==> config.mk <==
export PLATFORM = sky130hd
export DESIGN_NAME = operand_entry_flat
export DESIGN_NICKNAME = d
export VERILOG_FILES = /design/src/rtl/operand_entry_pkg.sv /design/src/rtl/operand_entry_if.sv /design/src/rtl/operand_entry_digit_accum.sv /design/src/rtl/operand_entry.sv /design/src/flat_wrapper.sv
export SDC_FILE = /design/constraint.sdc
export NUM_CORES = 1
export LEC_CHECK = 0
export CAP_MARGIN = 20
export CELL_PAD_IN_SITES_DETAIL_PLACEMENT = 0
export CELL_PAD_IN_SITES_GLOBAL_PLACEMENT = 1
export CORE_ASPECT_RATIO = 0.8
export CORE_MARGIN = 5
export CORE_UTILIZATION = 40
export CTS_CLUSTER_SIZE = 14
export DETAILED_ROUTE_END_ITERATION = 10
export DONT_BUFFER_PORTS = 1
export HOLD_SLACK_MARGIN = 0.1
export PLACE_DENSITY_LB_ADDON = 0.1
export SETUP_SLACK_MARGIN = 0.1
export SYNTH_ARGS = -nofsm -noshare
export SYNTH_HDL_FRONTEND = slang
export SYNTH_SLANG_ARGS = --single-unit
==> constraint.sdc <==
create_clock -name clk -period 5.15 [get_ports clk]
set_clock_uncertainty 0.2 [all_clocks]
set_input_delay 0.7725 -clock clk [delete_from_list [all_inputs] [get_ports clk]]
set_output_delay 0.7725 -clock clk [all_outputs]
set_load 0.01 [all_outputs]
==> src/rtl/operand_entry_pkg.sv <==
// calc_pkg: constants and types shared by the calculator datapath blocks
// (operand entry, decimal adder, display driver).
//   KEY_*       keypad codes for the non-digit keys
//   OPERAND_W   operand width in bits (must hold MAX_VAL)
//   MAX_DIGITS  decimal digits per operand
//   MAX_VAL     largest enterable operand (10^MAX_DIGITS - 1)
//   state_t     operand-entry FSM states
package calc_pkg;

  localparam logic [3:0] KEY_ADD  = 4'hA;
  localparam logic [3:0] KEY_EQ   = 4'hB;
  localparam logic [3:0] KEY_CLR  = 4'hC;
  localparam logic [3:0] KEY_BKSP = 4'hD;

  localparam int OPERAND_W  = 10;
  localparam int MAX_DIGITS = 3;
  localparam int MAX_VAL    = 999;

  typedef enum logic [1:0] {
    S_A   = 2'd0,
    S_B   = 2'd1,
    S_OUT = 2'd2
  } state_t;

endpackage

==> src/rtl/operand_entry_if.sv <==
// operand_entry_if: bundles the keypad handshake, display outputs and the
// operand handshake towards the adder.
//   master modport: driven by the keypad decoder / adder side
//   slave  modport: used by operand_entry
// Signals:
//   key_valid/key_code/key_ready  key event handshake
//   entry_val/digit_cnt/ovf       live accumulator view for the display
//   a/b/op_valid/op_ready         operand handshake to the adder
interface operand_entry_if;
  import calc_pkg::*;

  logic                 key_valid;
  logic [3:0]           key_code;
  logic                 key_ready;
  logic [OPERAND_W-1:0] entry_val;
  logic [1:0]           digit_cnt;
  logic                 ovf;
  logic [OPERAND_W-1:0] a;
  logic [OPERAND_W-1:0] b;
  logic                 op_valid;
  logic                 op_ready;

  modport master (
    output key_valid, key_code, op_ready,
    input  key_ready, entry_val, digit_cnt, ovf, a, b, op_valid
  );

  modport slave (
    input  key_valid, key_code, op_ready,
    output key_ready, entry_val, digit_cnt, ovf, a, b, op_valid
  );

endinterface

==> src/rtl/operand_entry_digit_accum.sv <==
// digit_accum: combinational next-value logic for the operand accumulator.
// Given the current accumulator/digit count and a key code it reports whether
// the key is handled here (digit, or backspace when enabled) and the resulting
// accumulator, count and overflow flag.
// Configuration macro: OPERAND_ENTRY_BACKSPACE_EN enables backspace (/10).
// Ports:
//   acc_i  current accumulator      cnt_i  current significant-digit count
//   key_i  accepted key code        hit_o  key handled by this block
//   acc_o  next accumulator         cnt_o  next digit count
//   ovf_o  digit dropped because the operand is already full
module digit_accum
  import calc_pkg::*;
(
  input  logic [OPERAND_W-1:0] acc_i,
  input  logic [1:0]           cnt_i,
  input  logic [3:0]           key_i,
  output logic                 hit_o,
  output logic [OPERAND_W-1:0] acc_o,
  output logic [1:0]           cnt_o,
  output logic                 ovf_o
);

  // acc*10 + d as shift-and-add; the wide intermediate is truncated back to
  // OPERAND_W, which is lossless because a full operand never reaches here.
  logic [OPERAND_W+3:0] mul10;
  logic                 unused_mul10_hi;

  assign mul10 = ({4'd0, acc_i} << 3) + ({4'd0, acc_i} << 1)
               + {{OPERAND_W{1'b0}}, key_i};
  assign unused_mul10_hi = ^mul10[OPERAND_W+3:OPERAND_W];

  always_comb begin
    hit_o = 1'b0;
    acc_o = acc_i;
    cnt_o = cnt_i;
    ovf_o = 1'b0;
    if (key_i <= 4'd9) begin
      hit_o = 1'b1;
      if (cnt_i == 2'(MAX_DIGITS)) begin
        ovf_o = 1'b1;
      end else begin
        acc_o = mul10[OPERAND_W-1:0];
        // Leading zeros leave the value at 0 and do not count as digits.
        if (!(acc_i == '0 && key_i == 4'd0)) begin
          cnt_o = cnt_i + 2'd1;
        end
      end
    end
`ifdef OPERAND_ENTRY_BACKSPACE_EN
    else if (key_i == KEY_BKSP) begin
      hit_o = 1'b1;
      if (cnt_i != 2'd0) begin
        acc_o = acc_i / OPERAND_W'(10);
        cnt_o = cnt_i - 2'd1;
      end
    end
`endif
  end

endmodule

==> src/rtl/operand_entry.sv <==
// operand_entry: assembles decimal operands A and B from keypad events and
// hands them to the adder with a valid/ready handshake.
// Configuration macro: OPERAND_ENTRY_BACKSPACE_EN enables the BKSP key.
// Ports:
//   clk    system clock, rising edge
//   rst_n  asynchronous active-low reset
//   bus    operand_entry_if.slave: key handshake, display view, operands
module operand_entry
  import calc_pkg::*;
(
  input  logic             clk,
  input  logic             rst_n,
  operand_entry_if.slave   bus
);

  state_t               state_q, state_d;
  logic [OPERAND_W-1:0] acc_q, acc_d;
  logic [1:0]           cnt_q, cnt_d;
  logic [OPERAND_W-1:0] a_q, a_d;
  logic [OPERAND_W-1:0] b_q, b_d;
  logic                 op_valid_q, op_valid_d;
  logic                 ovf_q, ovf_d;

  logic                 key_ready;
  logic                 key_fire;
  logic                 acc_hit;
  logic [OPERAND_W-1:0] acc_next;
  logic [1:0]           cnt_next;
  logic                 acc_ovf;

  // Keys are blocked only while operands wait for the adder.
  assign key_ready = (state_q != S_OUT);
  assign key_fire  = bus.key_valid && key_ready;

  digit_accum u_accum (
    .acc_i (acc_q),
    .cnt_i (cnt_q),
    .key_i (bus.key_code),
    .hit_o (acc_hit),
    .acc_o (acc_next),
    .cnt_o (cnt_next),
    .ovf_o (acc_ovf)
  );

  // Next-state logic. Unknown codes complete the handshake but fall
  // through every branch, leaving all state untouched.
  always_comb begin
    state_d    = state_q;
    acc_d      = acc_q;
    cnt_d      = cnt_q;
    a_d        = a_q;
    b_d        = b_q;
    op_valid_d = op_valid_q;
    ovf_d      = 1'b0;
    case (state_q)
      S_A, S_B: begin
        if (key_fire) begin
          if (acc_hit) begin
            acc_d = acc_next;
            cnt_d = cnt_next;
            ovf_d = acc_ovf;
          end else if (bus.key_code == KEY_CLR) begin
            acc_d   = '0;
            cnt_d   = '0;
            a_d     = '0;
            b_d     = '0;
            state_d = S_A;
          end else if (bus.key_code == KEY_ADD && state_q == S_A) begin
            a_d     = acc_q;
            acc_d   = '0;
            cnt_d   = '0;
            state_d = S_B;
          end else if (bus.key_code == KEY_EQ && state_q == S_B) begin
            b_d        = acc_q;
            op_valid_d = 1'b1;
            state_d    = S_OUT;
          end
        end
      end
      S_OUT: begin
        // a/b are kept after the handshake so the display can show them.
        if (op_valid_q && bus.op_ready) begin
          op_valid_d = 1'b0;
          acc_d      = '0;
          cnt_d      = '0;
          state_d    = S_A;
        end
      end
      default: begin
        state_d = S_A;
      end
    endcase
  end

  // State and output registers.
  always_ff @(posedge clk or negedge rst_n) begin
    if (!rst_n) begin
      state_q    <= S_A;
      acc_q      <= '0;
      cnt_q      <= '0;
      a_q        <= '0;
      b_q        <= '0;
      op_valid_q <= 1'b0;
      ovf_q      <= 1'b0;
    end else begin
      state_q    <= state_d;
      acc_q      <= acc_d;
      cnt_q      <= cnt_d;
      a_q        <= a_d;
      b_q        <= b_d;
      op_valid_q <= op_valid_d;
      ovf_q      <= ovf_d;
    end
  end

  assign bus.key_ready = key_ready;
  assign bus.entry_val = acc_q;
  assign bus.digit_cnt = cnt_q;
  assign bus.ovf       = ovf_q;
  assign bus.a         = a_q;
  assign bus.b         = b_q;
  assign bus.op_valid  = op_valid_q;

endmodule

==> src/flat_wrapper.sv <==
// flat-port wrapper written by rule: the top's interface ports become plain ports
module operand_entry_flat import calc_pkg::*;
  (clk, rst_n, bus_key_valid, bus_key_code, bus_op_ready, bus_key_ready, bus_entry_val, bus_digit_cnt, bus_ovf, bus_a, bus_b, bus_op_valid);
  operand_entry_if bus_i ();
  input  logic clk;
  input  logic rst_n;
  input wire logic [$bits(bus_i.key_valid)-1:0] bus_key_valid;
  input wire logic [$bits(bus_i.key_code)-1:0] bus_key_code;
  input wire logic [$bits(bus_i.op_ready)-1:0] bus_op_ready;
  output wire logic [$bits(bus_i.key_ready)-1:0] bus_key_ready;
  output wire logic [$bits(bus_i.entry_val)-1:0] bus_entry_val;
  output wire logic [$bits(bus_i.digit_cnt)-1:0] bus_digit_cnt;
  output wire logic [$bits(bus_i.ovf)-1:0] bus_ovf;
  output wire logic [$bits(bus_i.a)-1:0] bus_a;
  output wire logic [$bits(bus_i.b)-1:0] bus_b;
  output wire logic [$bits(bus_i.op_valid)-1:0] bus_op_valid;
  assign bus_i.key_valid = bus_key_valid;
  assign bus_i.key_code = bus_key_code;
  assign bus_i.op_ready = bus_op_ready;
  assign bus_key_ready = bus_i.key_ready;
  assign bus_entry_val = bus_i.entry_val;
  assign bus_digit_cnt = bus_i.digit_cnt;
  assign bus_ovf = bus_i.ovf;
  assign bus_a = bus_i.a;
  assign bus_b = bus_i.b;
  assign bus_op_valid = bus_i.op_valid;
  operand_entry u_core (.clk(clk), .rst_n(rst_n), .bus(bus_i));
endmodule
# Word-level counts from Yosys, hierarchy flattened
# Index checks and enable logic that the tools add are counted.
# totals
word_cells,90
out_inout_bits,35
inputBits,8
regBits,36
# classes
n_mux,41
eq_ne,19
n_bitwise,1
n_lt_le_gt_ge,1
n_addsub,3
reduce_logical,18
# ops
cell,count
$mux W10,12
$mux W2,13
$pmux W10 S2,1
$reduce_and A7 Y1,2
$eq A4 B4 Y1 const B,3
$mux W1,12
$add A10 B10 Y10,1
$add A10 B4 Y10,1
$logic_not A10 Y1,1
$ne A3 B3 Y1 const B,3
$ne A2 B1 Y1 const B,4
$ne A2 B2 Y1 const B,4
$ne A4 B1 Y1 const B,2
$pmux W2 S2,2
$reduce_and A4 Y1,2
$reduce_and A6 Y1,1
$reduce_bool A2 Y1,3
$logic_and A1 B1 Y1,5
$reduce_and A5 Y1,1
$eq A2 B2 Y1 const B,2
$le A4 B4 Y1 const B,1
$logic_not A4 Y1,1
$add A2 B1 Y2 const B,1
$eq A2 B1 Y1 const B,1
4 further kinds,4

# Logic depth before layout (Yosys ltp)
# logic_depth
ltp_word,8
depth_mapped,8

# Hierarchy
# Synthesis repeated with hierarchy kept, for this count alone.
# unflattened
cells_unflattened,207
hier_area_um2,2100.8
# modules_own_cells
module,seq_area_each_um2,area_each_um2,instances,cells_each
operand_entry,900.9,1463.9,1,126
digit_accum,0.0,636.9,1,81

# Least setup slack after synthesis
# Ideal clock, no wire load.
# synth_timing
kind,input-to-reg
startpoint,input bus_key_code[3]
endpoint,register u_core.acc_q[7] (netlist: u_core.bus.entry_val[7])
setup_ns,0.122
t_arrival_ns,2.576
path_stages,8
n_path_buf,0
path_slack_ns,2.252
cell_sequence,inv_1 > fa_1 > inv_1 > ha_1 > a211oi_1 > o21a_1 > or3b_2 > a32o_1
# synth_between
elab_chain_cells,6
elab_cells_between_ends,16
# synth_lines
element,line_no,source
start: declaration,flat_wrapper.sv:8,input wire logic [$bits(bus_i.key_code)-1:0] bus_key_code;
$add A10 B4 Y10,operand_entry_digit_accum.sv:29,"+ {{OPERAND_W{1'b0}}, key_i};"
$mux W10,operand_entry_digit_accum.sv:39,if (cnt_i == 2'(MAX_DIGITS)) begin
$mux W10,operand_entry_digit_accum.sv:37,if (key_i <= 4'd9) begin
$mux W10,operand_entry.sv:58,if (acc_hit) begin
$mux W10,operand_entry.sv:57,if (key_fire) begin
$pmux W10 S2,operand_entry.sv:55,case (state_q)
end signal: assignment,operand_entry.sv:99,acc_q <= '0;
end signal: assignment,operand_entry.sv:107,acc_q <= acc_d;
end: declaration,operand_entry.sv:17,"logic [OPERAND_W-1:0] acc_q, acc_d;"
# Several ways; a longest one is shown, not always the timed one. The select of a mux whose other input is x is not followed.
# A chain may end at the register's enable or synchronous reset.

# Worst setup path after layout
# layout_timing
startpoint,register u_core.acc_q[0] (netlist: u_core.bus.entry_val[0])
endpoint,register u_core.acc_q[7] (netlist: u_core.bus.entry_val[7])
# layout_between
elab_chain_cells,7
# layout_lines
element,line_no,source
$add A10 B10 Y10,operand_entry_digit_accum.sv:28,"assign mul10 = ({4'd0, acc_i} << 3) + ({4'd0, acc_i} << 1)"
$add A10 B4 Y10,operand_entry_digit_accum.sv:29,
$mux W10,operand_entry_digit_accum.sv:39,
$mux W10,operand_entry_digit_accum.sv:37,
$mux W10,operand_entry.sv:58,
$mux W10,operand_entry.sv:57,
$pmux W10 S2,operand_entry.sv:55,
# Every way passes these cells. The select of a mux whose other input is x is not followed.

==> flow_summary.ini <==
[global_route]
grt_pass1_wl_um = 8040
grt_use_met1_pct = 20.6
grt_pass1_vias = 1527
grt_overflow = 0
grt_max_degree = 37
grt_usage_pct = 15.1
use_met2_pct = 23.6
use_met3_pct = 5.89
antenna_found_initial = 0
top_usage_layer = met2

[critical_path]
worstPathArrival_ns = 2.83
end_kind = flip-flop
crit_path_start_kind = flip-flop
critPathBufInv = 2
crit_slowest_cell = fa_1
required_ns = 5.14
crit_path_frequent_cell = inv_1
crit_path_max_fanout = 5
worstSetupPathType = reg -> reg
cp_top_family = adder cells
worstPathCellList = inv_1 > fa_1 > inv_1 > ha_1 > a211oi_1 > o21a_1 > or3b_2 > a32o_1
cpPeakStageDelay_ns = 0.54

[cells_and_area]
nFillCells = 466
syn_to_final_growth_pct = 8.88
n_antenna_cell = 0
layout-drive-gt1-share_pct = 13.2
final_nets = 228
instances_no_fill = 266

[run]
maxCapViolCount = 0

[pwr]
switching_share_pct = 41.5
clockPowerShare_pct = 17.3
peakVddDrop_mv = 0.275
combPwrFrac_pct = 41.6
switchingPower_mw = 0.592
intPower_mw = 0.835
power.share.sequential_pct = 41.1
pwr_density_cell_nw_per_um2 = 625
leakage_nw = 1.15

[synthesis]
synth_edf_count = 0
synthDistinctLibCells = 47
yosysWarningCount = 0
synth_area_leaders = dfrtp_1 43%, ha_1 8.9%, mux2i_1 4.8%
async_flop_share_pct = 100
syn_avg_cell_area_sq_um = 10.6
synthesis.nets = 223
ys_seq_area_share_pct = 42.9
netlist_area_sq_um = 2100
ys.flop_type = dfrtp_1
ys_seq_elements = 36
yosysTopAreaCell = dfrtp_1
netlist.area_leader.share_pct = 42.9
syn_inst = 198
yosysMostFrequentCell = dfrtp_1
synthTopCellsByCount = 36 x dfrtp_1, 19 x nand2_1, 18 x inv_1

[cts]
clockBufferDepth = 2
numCtsBuffers = 5
cts_hold_buf = 1
tritoncts = done
clock_sinks = 36
path_clk_slew_ns = 0.08
cts-htree-levels = 2
cts.repair.resized = 0
clock_latency_ns = 0.29
post_cts_buffers = 0
root_buffer = clkbuf_8

[timing]
rsz0062_at_grt = false
max_slew.worst_pin.slew_ns = 0.644
hold_viol = 0
setup_viol = 0
finalCriticalPeriod_ns = 2.84
final-max-slew-violation-count = 0
fmax_mhz = 352
finalSetupTns_ns = 0
fin_crit_sh_pct = 55.2
maxSlewHeadroom_pct = 57.0

[routing]
totalWireLength_um = 4870
dr_total_vias = 1480
drt_iter0_drc = 59
remaining_drc_errors = 0
ant_nets = 0
vias_per_cell = 5.56
first_pass_iters = 4
avgRoutedWirePerCell_um = 18.3

[die]
fp.dieW_um = 91.0
io_pins = 43
coreArea_sq_um = 5040
die_h_um = 74.8
start_util_pct = 41.7
die-area_sq_um = 6800
std_cell_rows = 23

[status]
outcome = complete, no violations

[place]
place_congestion = 0.807
dp_cells = 257
io_buffers = 0
hpwl_um = 3730

[worst_hold_path]
holdCritPathClass = in -> async
-- routing by layer --
metal  vias to the layer above  wire, um
met5                         -         0
li1                        705         -
met2                        38      2200
met1                       735      2310
met4                         0        21
met3                         2       331
-- metrics by stage --
| step | utilization, % | hold WS [ns] | instance area, sq um | setup slack (ns) | total power, mW |
|---|---|---|---|---|---|
| finish | 45.4 | 0.110 | 2280 | 2.31 | 1.43 |
| global route | 45.4 | 0.115 | 2280 | 2.17 | 1.56 |
| CTS | 45.4 | 0.115 | 2280 | 2.28 | 1.45 |
| detailed placement | 42.8 | 0.278 | 2160 | 2.17 | 1.18 |
| global placement | 42.7 | 0.278 | 2150 | 2.20 | 1.17 |
| floorplan | - | 0.277 | 2100 | 2.25 | 1.03 |
-- worst paths after layout --
| path | startpoint | endpoint | slack [ns] | depth (start not counted) |
|---|---|---|---|---|
| max reg2reg | u_core.bus.entry_val[0] | u_core.bus.entry_val[7] | 2.31 | 8 |
| min reg2reg | u_core.bus.a[1] | u_core.bus.a[1] | 0.37 | 2 |
| max in group asynchronous | rst_n | u_core.bus.entry_val[0] | 4.45 | 1 |
| max | u_core.bus.entry_val[0] | u_core.bus.entry_val[7] | 2.31 | 8 |
| min | rst_n | u_core.bus.b[2] | 0.11 | 1 |
| min in group clk | u_core.bus.a[1] | u_core.bus.a[1] | 0.37 | 2 |
-- cell usage in the layout, fill, tap and decap left out, types with 5 or more instances in the layout --
cell       n
a21oi_1    5
clkbuf_8   5
dfrtp_1   36
ha_1      15
inv_1     18
mux2_2     7
mux2_4     5
mux2i_1   10
nand2_1   19
nor2_1     7
o21a_1     6
o21ai_0   13
-- power groups by stage --
stage                     Combinational, mW  Clock [mW]  Sequential [mW]
final                                 0.594       0.247            0.587
after global routing                  0.688       0.266            0.608
after CTS                             0.599       0.254            0.593
after detailed placement              0.586           0            0.598
after global placement                0.573           0            0.598
after floorplan                       0.489           0            0.541
-- worst register-to-register path, cell delays in order (launching register included) --
cell and delay, ns:
dfrtp_1 0.50, inv_1 0.13, fa_1 0.54, inv_1 0.07, ha_1 0.30, a211oi_1 0.09, o21a_1 0.21, or3b_2 0.45
a32o_1 0.26
-- state kept, by name, indices dropped and copies added (netlist names) --
signal / cells
u_core.bus.entry_val: 10
u_core.bus.ovf: 1
u_core.bus.digit_cnt: 2
u_core.bus.op_valid: 1
u_core.bus.b: 10
u_core.state_q: 2
u_core.bus.a: 10
-- layout make-up --
type / count / area, sq um / area share [%]
multi-input combinational: 140 / 1100 / 48.3
sequential: 36 / 901 / 39.4
tap: 62 / 77.6 / 3.40
clock buffer: 6 / 72.6 / 3.18
inverter: 18 / 67.6 / 2.96
clock inverter: 2 / 35.0 / 1.53
timing repair buffer: 2 / 27.5 / 1.20
-- cell families (layout without fill, tap and decap cells) --
logic type | Yosys count | after routing | synth area share (%)
AOI/OAI and AO/OA | 44 | 44 | 14.4
muxes | 22 | 22 | 12.1
DFF | 36 | 36 | 42.9
xor gates and xnor gates | 5 | 5 | 2.09
and+or+nand+nor | 52 | 52 | 13.2
adders and majority gates | 17 | 17 | 10.9
buffers and inverters | 22 | 28 | 4.47
No activity file was read; power rests on OpenSTA's default activity.
